**src/rtl/riscv_pkg.sv**
```systemverilog
// riscv_pkg: shared register-index/data widths, zero-register index and writeback entry record
package riscv_pkg;
  localparam int REG_IDX_W = 5;
  localparam int XLEN = 32;
  localparam logic [REG_IDX_W-1:0] REG_ZERO = '0;
  typedef struct packed {
    logic [REG_IDX_W-1:0] rd;
    logic [XLEN-1:0]      data;
  } wb_entry_t;
endpackage

```
**src/rtl/fwd_match.sv**
```systemverilog
// fwd_match: lookup idx_i over age-ordered entries (ent_i/vld_i, index 0 oldest) and output register (out_i/out_vld_i) -> hit_o/data_o, youngest match wins
module fwd_match
  import riscv_pkg::*;
#(
  parameter int DEPTH = 4
) (
  input  logic [REG_IDX_W-1:0] idx_i,
  input  wb_entry_t            ent_i [DEPTH],
  input  logic [DEPTH-1:0]     vld_i,
  input  logic                 out_vld_i,
  input  wb_entry_t            out_i,
  output logic                 hit_o,
  output logic [XLEN-1:0]      data_o
);
  logic live;
  assign live = idx_i != REG_ZERO;
  always_comb begin
    hit_o = live && out_vld_i && out_i.rd == idx_i;
    data_o = hit_o ? out_i.data : '0;
    for (int i = 0; i < DEPTH; i++)
      if (live && vld_i[i] && ent_i[i].rd == idx_i) begin
        hit_o = 1'b1;
        data_o = ent_i[i].data;
      end
  end
endmodule

```
**src/rtl/writeback_buffer.sv**
```systemverilog
// writeback_buffer: FIFO of pending results (inValid/inRd/inData/inReady) drained to the register-file write port (writePort/wBus/regWrite, held by wbStall) with two forwarding lookups (readPortN -> fwdHitN/fwdDataN)
module writeback_buffer
  import riscv_pkg::*;
#(
  parameter int DEPTH = 4
) (
  input  logic                       clk,
  input  logic                       reset,
  input  logic                       inValid,
  input  logic [REG_IDX_W-1:0]       inRd,
  input  logic [XLEN-1:0]            inData,
  output logic                       inReady,
  input  logic                       wbStall,
  output logic [REG_IDX_W-1:0]       writePort,
  output logic [XLEN-1:0]            wBus,
  output logic                       regWrite,
  input  logic [REG_IDX_W-1:0]       readPort1,
  input  logic [REG_IDX_W-1:0]       readPort2,
  output logic                       fwdHit1,
  output logic                       fwdHit2,
  output logic [XLEN-1:0]            fwdData1,
  output logic [XLEN-1:0]            fwdData2,
  output logic [$clog2(DEPTH):0]     count
);
  localparam int PW = $clog2(DEPTH);
  localparam int CW = PW + 1;
  wb_entry_t mem_q [DEPTH];
  wb_entry_t out_q, out_d;
  wb_entry_t ord [DEPTH];
  logic [DEPTH-1:0] ord_v;
  logic [PW-1:0] wr_ptr_q, wr_ptr_d, rd_ptr_q, rd_ptr_d;
  logic [CW-1:0] count_q, count_d;
  logic rw_q, rw_d, push, pop;
  assign inReady = count_q != CW'(DEPTH);
  assign push = inValid && inReady && inRd != REG_ZERO;
  assign pop = count_q != '0 && !wbStall;
  always_comb begin
    wr_ptr_d = wr_ptr_q + PW'(push);
    rd_ptr_d = rd_ptr_q + PW'(pop);
    count_d = count_q + CW'(push) - CW'(pop);
    rw_d = pop;
    out_d = pop ? mem_q[rd_ptr_q] : out_q;
  end
  always_ff @(posedge clk) begin
    if (reset) begin
      wr_ptr_q <= '0;
      rd_ptr_q <= '0;
      count_q <= '0;
      rw_q <= 1'b0;
      out_q <= '0;
    end else begin
      if (push) mem_q[wr_ptr_q] <= '{rd: inRd, data: inData};
      wr_ptr_q <= wr_ptr_d;
      rd_ptr_q <= rd_ptr_d;
      count_q <= count_d;
      rw_q <= rw_d;
      out_q <= out_d;
    end
  end
  // Rotate storage so index 0 is the oldest live entry; the matcher then lets later indices win.
  always_comb
    for (int i = 0; i < DEPTH; i++) begin
      ord[i] = mem_q[rd_ptr_q + PW'(i)];
      ord_v[i] = CW'(i) < count_q;
    end
  fwd_match #(.DEPTH(DEPTH)) u_fwd1 (
    .idx_i(readPort1), .ent_i(ord), .vld_i(ord_v), .out_vld_i(rw_q), .out_i(out_q),
    .hit_o(fwdHit1), .data_o(fwdData1)
  );
  fwd_match #(.DEPTH(DEPTH)) u_fwd2 (
    .idx_i(readPort2), .ent_i(ord), .vld_i(ord_v), .out_vld_i(rw_q), .out_i(out_q),
    .hit_o(fwdHit2), .data_o(fwdData2)
  );
  assign writePort = out_q.rd;
  assign wBus = out_q.data;
  assign regWrite = rw_q;
  assign count = count_q;
endmodule

```
**config.mk**
```make
export PLATFORM = sky130hd
export DESIGN_NAME = writeback_buffer
export DESIGN_NICKNAME = d
export VERILOG_FILES = /design/src/rtl/riscv_pkg.sv /design/src/rtl/fwd_match.sv /design/src/rtl/writeback_buffer.sv
export SDC_FILE = /design/constraint.sdc
export NUM_CORES = 1
export LEC_CHECK = 0
export ABC_AREA = 1
export BUFFER_PORTS_ARGS = -buffer_cell sky130_fd_sc_hd__buf_2
export CAP_MARGIN = 30
export CORE_ASPECT_RATIO = 1.4
export CORE_MARGIN = 3
export CORE_UTILIZATION = 54
export DETAILED_ROUTE_END_ITERATION = 8
export HOLD_SLACK_MARGIN = 0.15
export PLACE_DENSITY_LB_ADDON = 0.15
export SYNTH_ARGS = -nofsm -noshare
export SYNTH_HDL_FRONTEND = slang
export SYNTH_SLANG_ARGS = --single-unit
```
**constraint.sdc**
```tcl
create_clock -name clk -period 4.61 [get_ports clk]
set_input_delay 0.922 -clock clk [delete_from_list [all_inputs] [get_ports clk]]
set_output_delay 0.922 -clock clk [all_outputs]
set_load 0.02 [all_outputs]
```
==> results.cfg <==
[synthesis]
synthAdderAreaFrac = 0.006777
yosys_warnings = 0
synth.distinct_cells = 35
synth-seq-cells = 193
synth_top_family_by_area = simple AND/OR/NAND/NOR gates
synthSimpleGateAreaFrac = 0.3816
syn_inst = 2060
syn_area_mm2 = 0.01403
seq_area_frac_synth = 0.3809
syn-num-nets = 2118
synth_compound_area_frac = 0.07963
synth_xor_area_frac = 0.008114
avgSynthCellArea_um2 = 6.812
synthMuxAreaShare = 0.06848

[worst_setup_path]
cp_top_family = simple AND/OR/NAND/NOR gates
start_kind = register
slowest_stage = dfxtp_4
crit_fanout = 50
r2r-end = wBus[4]
crit_required_ps = 3690
worstPathArrival_ps = 3300
slowest_delay_ps = 660
r2r-start = rd_ptr_q[0]
cp_cell_sequence = inv_4 > nand2_1 > nand2_4 > o21ai_1 > inv_1 > a21oi_1 > nand2_1 > nor2_4 > buf_12 > nor2_1 > nand2_1 > nand2_1 > buf_2
reg2reg_slack_ps = 2150
path_common_cell = nand2_1
crit_type = reg -> out
r2r_cells = 5
endpoint_kind = output port
path_buf_inv = 4

[die]
die_h_um = 196.7
fp-row-count = 69
dieArea_mm2 = 0.02798
die_w_um = 142.2
io_pins = 159
initial_core_util = 0.5510
coreArea_mm2 = 0.02547

[place]
dp_slack_ps = 859.1
port-buffer-count = 158
dp_hpwl_um = 28570
routabilityCongestion = 0.9741

[worst_hold_path]
min_from = wBus[6]
whs_endpoint = wBus[6]
whs_path_depth = 2
hold_path_class = reg -> reg

[detailed_routing]
drc_errors = 0
drt_iter0_drc = 1297
first_pass_iters = 6
totalWireLength_um = 44660
drtAntennaViolNets = 0
vias_per_cell = 5.802
vias = 14300
wl_per_cell_um = 18.12

[global_routing]
grt_max_degree = 117
antenna_found_initial = 3
first_global_vias = 13280
overflow = 0
grt_usage = 0.3149
grt_first_pass_wirelength_um = 69390

[sta]
setup_violations = 0
period_share = 0.9159
relSlewSlack = 0.3065
period_needed_ps = 4222
rsz0062_at_grt = false
tightest_slew_ps = 1040
final_hold_viol_count = 0
setup_slack_ps = 387.8
skew_ps = 12.44
slew_viol_final = 0
max_freq_mhz = 236.8
fin_setup_tns_ps = 0

[power]
clkPwrFrac = 0.187
internal_power_w = 0.004325
finalPower_w = 0.008503
combPwrFrac = 0.538
p_sw_frac = 0.4913
leakagePower_nw = 7.553
irDropWorstVdd_uv = 474.5
switching_power_w = 0.004178
p_per_area_mw_per_mm2 = 545.4
seqPwrFrac = 0.275

[final_layout]
drive_gt1_frac = 0.1221
syn_to_final_growth_pct = 11.11
layout.nets = 2190
fill_cells = 2366

[cts]
cts-resized-gates = 0
postCtsHoldBufs = 0
cts-root-buf = clkbuf_16
cts_setup_buffers = 0
numCtsBuffers = 17
htreeDepth = 4
cts_tree = done
clk_pin_slew_ps = 70
cts_buffer_depth = 2
clock_latency_ps = 450
cts_sinks = 193

[flow_run]
maxCapViolations = 0

[outcome]
status = complete, no violations
## placed cells by master (no fill, tap or decap), types with 2 or more instances in the layout
cell,Yosys,final
a21oi_1,39,39
or2_2,2,2
buf_12,0,4
nand3_1,192,190
nor3_1,8,2
nor2_4,0,2
xnor2_1,5,5
buf_2,65,158
dfxtp_1,45,44
clkinv_2,0,3
nor2_1,297,294
o21ai_0,171,171
nand4_1,67,67
o22ai_1,2,2
edfxtp_1,148,148
nand2_1,716,716
clkbuf_16,0,20
xor2_1,8,8
o21ai_1,5,5
inv_1,82,82
nor3_2,0,6
inv_6,0,2
mux2i_1,96,96
nor2_2,7,8
nand3_2,3,5
bufinv_16,0,2
clkinv_4,0,3
buf_4,18,38
ha_1,6,6
## power by group through the flow
stage | Sequential [W] | Combinational, W | Clock [W]
after floorplan | 0.00241 | 0.00319 | 0
after CTS | 0.00233 | 0.00453 | 0.00160
after global routing | 0.00236 | 0.00505 | 0.00169
final | 0.00234 | 0.00458 | 0.00159
after detailed placement | 0.00237 | 0.00451 | 0
after global placement | 0.00236 | 0.00446 | 0
## metrics by stage
step	area (um^2)	instances	hold WS, ps	utilization
floorplan	14030	2060	520.3	-
global placement	14950	2432	556.7	0.5871
detailed placement	14950	2432	566.2	0.5871
CTS	15590	2464	580.2	0.6121
global route	15590	2464	609.1	0.6121
finish	15590	2465	583.8	0.6122
## area by class of cell
| class | instances | area (um^2) | share of cell area |
|---|---|---|---|
| Multi-Input combinational cell | 1635 | 7726 | 0.4955 |
| Sequential cell | 193 | 5349 | 0.3431 |
| Timing Repair Buffer | 200 | 1156 | 0.07415 |
| Clock buffer | 22 | 518.0 | 0.03322 |
| Tap cell | 319 | 399.1 | 0.02560 |
| Inverter | 85 | 322.8 | 0.02070 |
| Clock inverter | 10 | 117.6 | 0.007544 |
| Antenna cell | 1 | 2.502 | 0.0001605 |
## routing by layer
metal / up-vias / wire length [um] / GRT usage
li1: 6953 / - / -
met1: 6509 / 17410 / 0.3832
met2: 680 / 21860 / 0.5430
met3: 155 / 3632 / 0.05121
met4: 4 / 1725 / 0.1469
met5: - / 30 / 0
## state kept, by name (all words and copies together), names as in the netlist
name       count
regWrite       1
rd_ptr_q       2
wBus          32
writePort      5
count          3
mem_q        148
wr_ptr_q       2
## worst register-to-register path, delay by kind of cell, from the launching register on
kind	cells	cell delay (ps)
simple gates	1	80
compound gates	2	320
mux	1	400
flops	1	660
buf+inv	1	860
## logic make-up (layout without fill, tap and decap cells)
logic type,count (synthesis),count (layout)
xor+xnor,13,13
other cells,0,1
flops,193,193
fa+ha+maj,7,7
mux,96,96
buf+inv,232,317
compound gates,221,221
simple gates,1298,1298
## synth_stat cells
| library cell | count | area, um^2 |
|---|---|---|
| a21oi_1 | 39 | 195.2 |
| a31oi_1 | 2 | 12.51 |
| buf_1 | 8 | 30.03 |
| buf_2 | 65 | 325.3 |
| buf_4 | 18 | 135.1 |
| buf_6 | 3 | 33.78 |
| clkbuf_1 | 53 | 198.9 |
| dfxtp_1 | 45 | 900.9 |
| edfxtp_1 | 148 | 4444 |
| fa_1 | 1 | 20.02 |
| ha_1 | 6 | 75.07 |
| inv_1 | 82 | 307.8 |
| inv_2 | 2 | 7.510 |
| inv_4 | 1 | 6.260 |
| mux2i_1 | 96 | 960.9 |
| nand2_1 | 716 | 2688 |
| nand2_2 | 2 | 12.51 |
| nand3_1 | 192 | 960.9 |
| nand3_2 | 3 | 30.03 |
| nand3b_1 | 1 | 7.510 |
| nand4_1 | 67 | 419.2 |
| nor2_1 | 297 | 1115 |
| nor2_2 | 7 | 43.79 |
| nor3_1 | 8 | 40.04 |
| nor3b_1 | 1 | 7.510 |
| nor3b_2 | 1 | 12.51 |
| o211ai_1 | 1 | 7.510 |
| o21ai_0 | 171 | 855.8 |
| o21ai_1 | 5 | 25.02 |
| o21ai_2 | 1 | 8.760 |
| o22ai_1 | 2 | 12.51 |
| or2_1 | 1 | 6.260 |
| or2_2 | 2 | 12.51 |
| xnor2_1 | 5 | 43.79 |
| xor2_1 | 8 | 70.07 |
## worst max path at each step
| stage | startpoint | slack [ps] | cells past startpoint | endpoint |
|---|---|---|---|---|
| after floorplan | reset | 70 | 5 | mem_q[0][0] |
| final | rd_ptr_q[0] | 390 | 13 | fwdData1[30] |
| after CTS | rd_ptr_q[0] | 410 | 13 | fwdData2[0] |
| after detailed placement | readPort1[4] | 860 | 13 | fwdData1[15] |
| after global routing | rd_ptr_q[0] | 140 | 13 | fwdData2[0] |
| after global placement | rd_ptr_q[0] | 910 | 13 | fwdData2[0] |
Power figures use the tool's default switching activity.
